File: src/rtl/instr_encoder.sv
// Packs decoded RV64 fields and a signed 64-bit immediate into a 32-bit instruction word.
// Registered output with valid/ready handshake, immediate range checking and word-address tagging.
module instr_encoder #(
  parameter int          ADDR_W   = 10,
  parameter logic [31:0] NOP_WORD = 32'h00000013
) (
  input  logic              clk,
  input  logic              rst_n,
  input  logic              in_valid,
  output logic              in_ready,
  input  logic [2:0]        fmt,
  input  logic [6:0]        opcode,
  input  logic [4:0]        rd,
  input  logic [4:0]        rs1,
  input  logic [4:0]        rs2,
  input  logic [2:0]        funct3,
  input  logic [6:0]        funct7,
  input  logic [63:0]       imm,
  output logic              out_valid,
  input  logic              out_ready,
  output logic [31:0]       instr,
  output logic [ADDR_W-1:0] addr,
  output logic              err,
  output logic              err_sticky,
  input  logic              clr
);

  localparam logic [2:0] FMT_R = 3'd0;
  localparam logic [2:0] FMT_I = 3'd1;
  localparam logic [2:0] FMT_S = 3'd2;
  localparam logic [2:0] FMT_B = 3'd3;
  localparam logic [2:0] FMT_U = 3'd4;
  localparam logic [2:0] FMT_J = 3'd5;

  localparam logic [ADDR_W-1:0] ADDR_ZERO = {ADDR_W{1'b0}};
  localparam logic [ADDR_W-1:0] ADDR_ONE  = {{(ADDR_W-1){1'b0}}, 1'b1};

  // Returns {err, word}; the word is always built from the truncated immediate bits.
  function automatic logic [32:0] encode(
    input logic [2:0]  f,
    input logic [6:0]  op,
    input logic [4:0]  d,
    input logic [4:0]  s1,
    input logic [4:0]  s2,
    input logic [2:0]  f3,
    input logic [6:0]  f7,
    input logic [63:0] im
  );
    logic [31:0] w;
    logic        e;
    w = 32'h0000_0000;
    e = 1'b0;
    case (f)
      FMT_R: begin
        w = {f7, s2, s1, f3, d, op};
        e = 1'b0;
      end
      FMT_I: begin
        w = {im[11:0], s1, f3, d, op};
        e = (im != {{52{im[11]}}, im[11:0]});
      end
      FMT_S: begin
        w = {im[11:5], s2, s1, f3, im[4:0], op};
        e = (im != {{52{im[11]}}, im[11:0]});
      end
      FMT_B: begin
        w = {im[12], im[10:5], s2, s1, f3, im[4:1], im[11], op};
        e = (im != {{51{im[12]}}, im[12:0]}) || im[0];
      end
      FMT_U: begin
        w = {im[31:12], d, op};
        e = (im[11:0] != 12'h000) || (im != {{32{im[31]}}, im[31:0]});
      end
      FMT_J: begin
        w = {im[20], im[10:1], im[11], im[19:12], d, op};
        e = (im != {{43{im[20]}}, im[20:0]}) || im[0];
      end
      default: begin
        w = NOP_WORD;
        e = 1'b1;
      end
    endcase
    return {e, w};
  endfunction

  logic              out_valid_q, out_valid_d;
  logic [31:0]       instr_q, instr_d;
  logic [ADDR_W-1:0] addr_q, addr_d;
  logic              err_q, err_d;
  logic              err_sticky_q, err_sticky_d;
  logic [ADDR_W-1:0] cnt_q, cnt_d;
  logic              accept_s;
  logic [32:0]       enc_s;

  assign in_ready = !out_valid_q || out_ready;
  assign accept_s = in_valid && in_ready;
  assign enc_s    = encode(fmt, opcode, rd, rs1, rs2, funct3, funct7, imm);

  // Next-state for the output stage, address counter and sticky error.
  always_comb begin
    out_valid_d  = out_valid_q;
    instr_d      = instr_q;
    addr_d       = addr_q;
    err_d        = err_q;
    err_sticky_d = clr ? 1'b0 : err_sticky_q;
    cnt_d        = clr ? ADDR_ZERO : cnt_q;
    if (accept_s) begin
      out_valid_d = 1'b1;
      instr_d     = enc_s[31:0];
      err_d       = enc_s[32];
      // A clear coinciding with an accept tags this word as address 0.
      addr_d      = clr ? ADDR_ZERO : cnt_q;
      cnt_d       = clr ? ADDR_ONE : cnt_q + ADDR_ONE;
      if (enc_s[32]) begin
        err_sticky_d = 1'b1;
      end else begin
        err_sticky_d = clr ? 1'b0 : err_sticky_q;
      end
    end else if (out_ready) begin
      out_valid_d = 1'b0;
    end else begin
      out_valid_d = out_valid_q;
    end
  end

  // Output register and counter state.
  always_ff @(posedge clk or negedge rst_n) begin
    if (!rst_n) begin
      out_valid_q  <= 1'b0;
      instr_q      <= 32'h0000_0000;
      addr_q       <= ADDR_ZERO;
      err_q        <= 1'b0;
      err_sticky_q <= 1'b0;
      cnt_q        <= ADDR_ZERO;
    end else begin
      out_valid_q  <= out_valid_d;
      instr_q      <= instr_d;
      addr_q       <= addr_d;
      err_q        <= err_d;
      err_sticky_q <= err_sticky_d;
      cnt_q        <= cnt_d;
    end
  end

  assign out_valid  = out_valid_q;
  assign instr      = instr_q;
  assign addr       = addr_q;
  assign err        = err_q;
  assign err_sticky = err_sticky_q;

endmodule

File: config.mk
export PLATFORM = sky130hd
export DESIGN_NAME = instr_encoder
export DESIGN_NICKNAME = d
export VERILOG_FILES = /design/src/rtl/instr_encoder.sv
export SDC_FILE = /design/constraint.sdc
export NUM_CORES = 1
export LEC_CHECK = 0
export CORE_UTILIZATION = 35
export CTS_BUF_LIST = sky130_fd_sc_hd__clkbuf_4
export DETAILED_ROUTE_END_ITERATION = 7
export PLACE_DENSITY = 0.78
export SYNTH_ARGS = -nofsm -noshare
export SYNTH_HDL_FRONTEND = slang
export SYNTH_SLANG_ARGS = --single-unit
File: constraint.sdc
create_clock -name clk -period 2 [get_ports clk]
set_clock_uncertainty 0.1 [all_clocks]
set_input_delay 0.6 -clock clk [delete_from_list [all_inputs] [get_ports clk]]
set_output_delay 0.6 -clock clk [all_outputs]
set_load 0.03 [all_outputs]
==> flow_summary.ini <==
[run_status]
status = finished, violations left
violations = negative setup slack

[critical_path]
r2r-end = cnt_q[9]
arrival_ns = 2.56
timing.rr.start = out_valid
worst-setup-path-type = in2reg
worstRegToRegCells = 8
start_kind = primary input
crit_slowest_cell = clkdlybuf4s50_1
cp.required_ns = 2.16
end_kind = flip-flop
cp_max_fo = 5
reg2reg_slack_ns = 0.37
max_stage_delay_ns = 0.53
crit_path_cell_trace = clkdlybuf4s50_1 -> or3_4 -> nor3_4 -> a31oi_2 -> o311a_1 -> a21oi_4 -> a41oi_2

[logic_synthesis]
yosys.area.top_type = dfrtp_1
yosys-top-cells-area = dfrtp_1, nand2_1, nor2_1, a221oi_1, o21ai_1
synth-seq-cells = 55
synthCells = 370
syn_avg_cell_area_sq_um = 8.58
ys_seq_area_share_pct = 43.4
synth_top_area_share_pct = 43.4
synth_edf_count = 0
synth_area_sq_um = 3170
yosysUniqueCellTypes = 57
synth_commonest_cells = dfrtp_1, nand2_1, nor2_1
synth_nets = 475
synth_ff_type = dfrtp_1
synth_most_common_cell = dfrtp_1
synth_warnings = 0
synth-async-reset-ratio_pct = 100

[floorplanning]
start_util_pct = 36.2
io_pins = 150
die-area_sq_um = 9450
die_h_um = 97.2
core-area_sq_um = 8760
die_w_um = 97.2
placementRows = 34

[timing]
setup_viol = 2
grt_setup_unrepaired = true
drv_slew = 0
max_slew.worst_pin.slew_ns = 0.467
timing.final.ws_setup_ns = -0.397
timing.final.crit_share_pct = 120
hold_viol = 0
fin_crit_ns = 2.40
fmax_ghz = 0.417
timing.slew.headroom_pct = 68.8

[power_and_ir_drop]
ir_drop_uv = 237
p_leak_uw = 0.00259
p_per_area_nw_per_um2 = 511
finalPower_uw = 2880

[clock_network]
cts_tree = done
clock_latency_ns = 0.37
htreeDepth = 2
cts_max_path_buffers = 2
numCtsBuffers = 5
postCtsHoldBufs = 0
clock-sinks = 55
root_buffer = clkbuf_4
clk_pin_slew_ns = 0.16

[grt]
antenna_found_initial = 0
grt_pass1_wl_um = 18300
grt_pass1_vias = 3926
grtUsageTotal_pct = 24.1
grt_start_max_net_pins = 25
overflow = 0

[layout]
syn2layout_area_growth_pct = 77.8
antenna_cells = 0
final_cell_area_sq_um = 5640
drive_above_1_share_pct = 23.5
fin_nets = 701

[drt]
via_per_inst = 5.43
drcViolationCount = 0
wl_met3_um = 651
via_count = 3830
top_layer = met4
ant_nets = 0
wl_um = 11400
drtIter0Drc = 192
dr.pass1.iters = 4
m1WireLength_um = 4740
met2_length_um = 5900
routedWlPerCell_um = 16.2

[placement]
io_buffers = 149
hpwl_um = 9180
place_congestion = 0.856
dpl_cell_area_sq_um = 5370

[job]
drv_cap = 0

[min_path]
hold_path.class = in2async
-- layout make-up --
class	instances	area, sq um
fill	766	3120
timing repair buffer	241	2190
sequential	55	1380
inverter	8	30.0
multi-input combinational	285	1850
clock buffer	5	37.5
tap	108	135
clock inverter	3	23.8
-- critical path, delay by kind of cell --
family	cells	cell delay (ns)
AOI/OAI and AO/OA	4	0.78
buffers and inverters	1	0.53
and+or+nand+nor	2	0.65
-- power by group --
| part | internal (uW) | switching [uW] | total, uW |
|---|---|---|---|
| Combinational | 499 | 586 | 1090 |
| Clock | 142 | 373 | 514 |
| Sequential | 1220 | 64.5 | 1280 |
-- what timing repair did --
action	4_1_cts	5_1_grt
setup buffers	8	3
endpoints found under the setup margin	48	16
pin swaps	17	21
gates resized for setup	94	27
-- state kept, by name, indices dropped and copies added (netlist names) --
name        flops
out_valid       1
cnt_q          10
err             1
instr          32
addr           10
err_sticky      1
-- cell usage in the layout (no fill, tap or decap), types with 13 or more instances in the layout --
cell type and count:
o21ai_0 14, nand2_1 52, buf_4 88, clkdlybuf4s50_1 73
dfrtp_1 55, a221oi_1 13, nor2_1 45, a21oi_1 13
dlygate4sd2_1 55, o21ai_1 17
-- per-layer routing --
metal  up-vias  GRT usage, %
li1       1827             -
met1      1845          29.0
met2       148          44.5
met3        10          3.17
met4         0          7.69
met5         -             0
-- per-stage QoR --
| step | TNS, ns | hold WS, ns | instances | setup slack (ns) | utilization [%] |
|---|---|---|---|---|---|
| finish | -0.763 | 0.0425 | 705 | -0.397 | 64.4 |
| floorplan | -0.761 | 0.204 | 370 | -0.394 | - |
| CTS | -0.682 | 0.0198 | 702 | -0.346 | 63.1 |
| global placement | -11.55 | 0.364 | 686 | -0.893 | 61.3 |
| global route | -0.854 | 0.0282 | 705 | -0.437 | 64.4 |
| detailed placement | -12.59 | 0.378 | 686 | -0.969 | 61.3 |
-- how the worst max path moves through the flow --
stage	cells past startpoint	start	endpoint	slack, ns
detailed placement	8	imm[52]	err	-0.97
global placement	8	imm[52]	err	-0.89
CTS	8	imm[55]	err	-0.35
global route	8	imm[51]	err_sticky	-0.44
finish	7	imm[44]	err_sticky	-0.40
floorplan	7	imm[52]	err	-0.39
-- cell families (layout without fill, tap and decap cells) --
family                   after synthesis  after routing  synth area share [%]
buffers and inverters                 30            257                  3.63
flip-flops                            55             55                  43.4
adder cells (fa/ha/maj)                1              1                 0.394
AO/OA/AOI/OAI                         99             99                  21.5
XOR/XNOR                               7              7                  1.93
multiplexers                           8              8                  2.56
AND/OR/NAND/NOR                      170            170                  26.7
No activity file was read; power rests on OpenSTA's default activity.
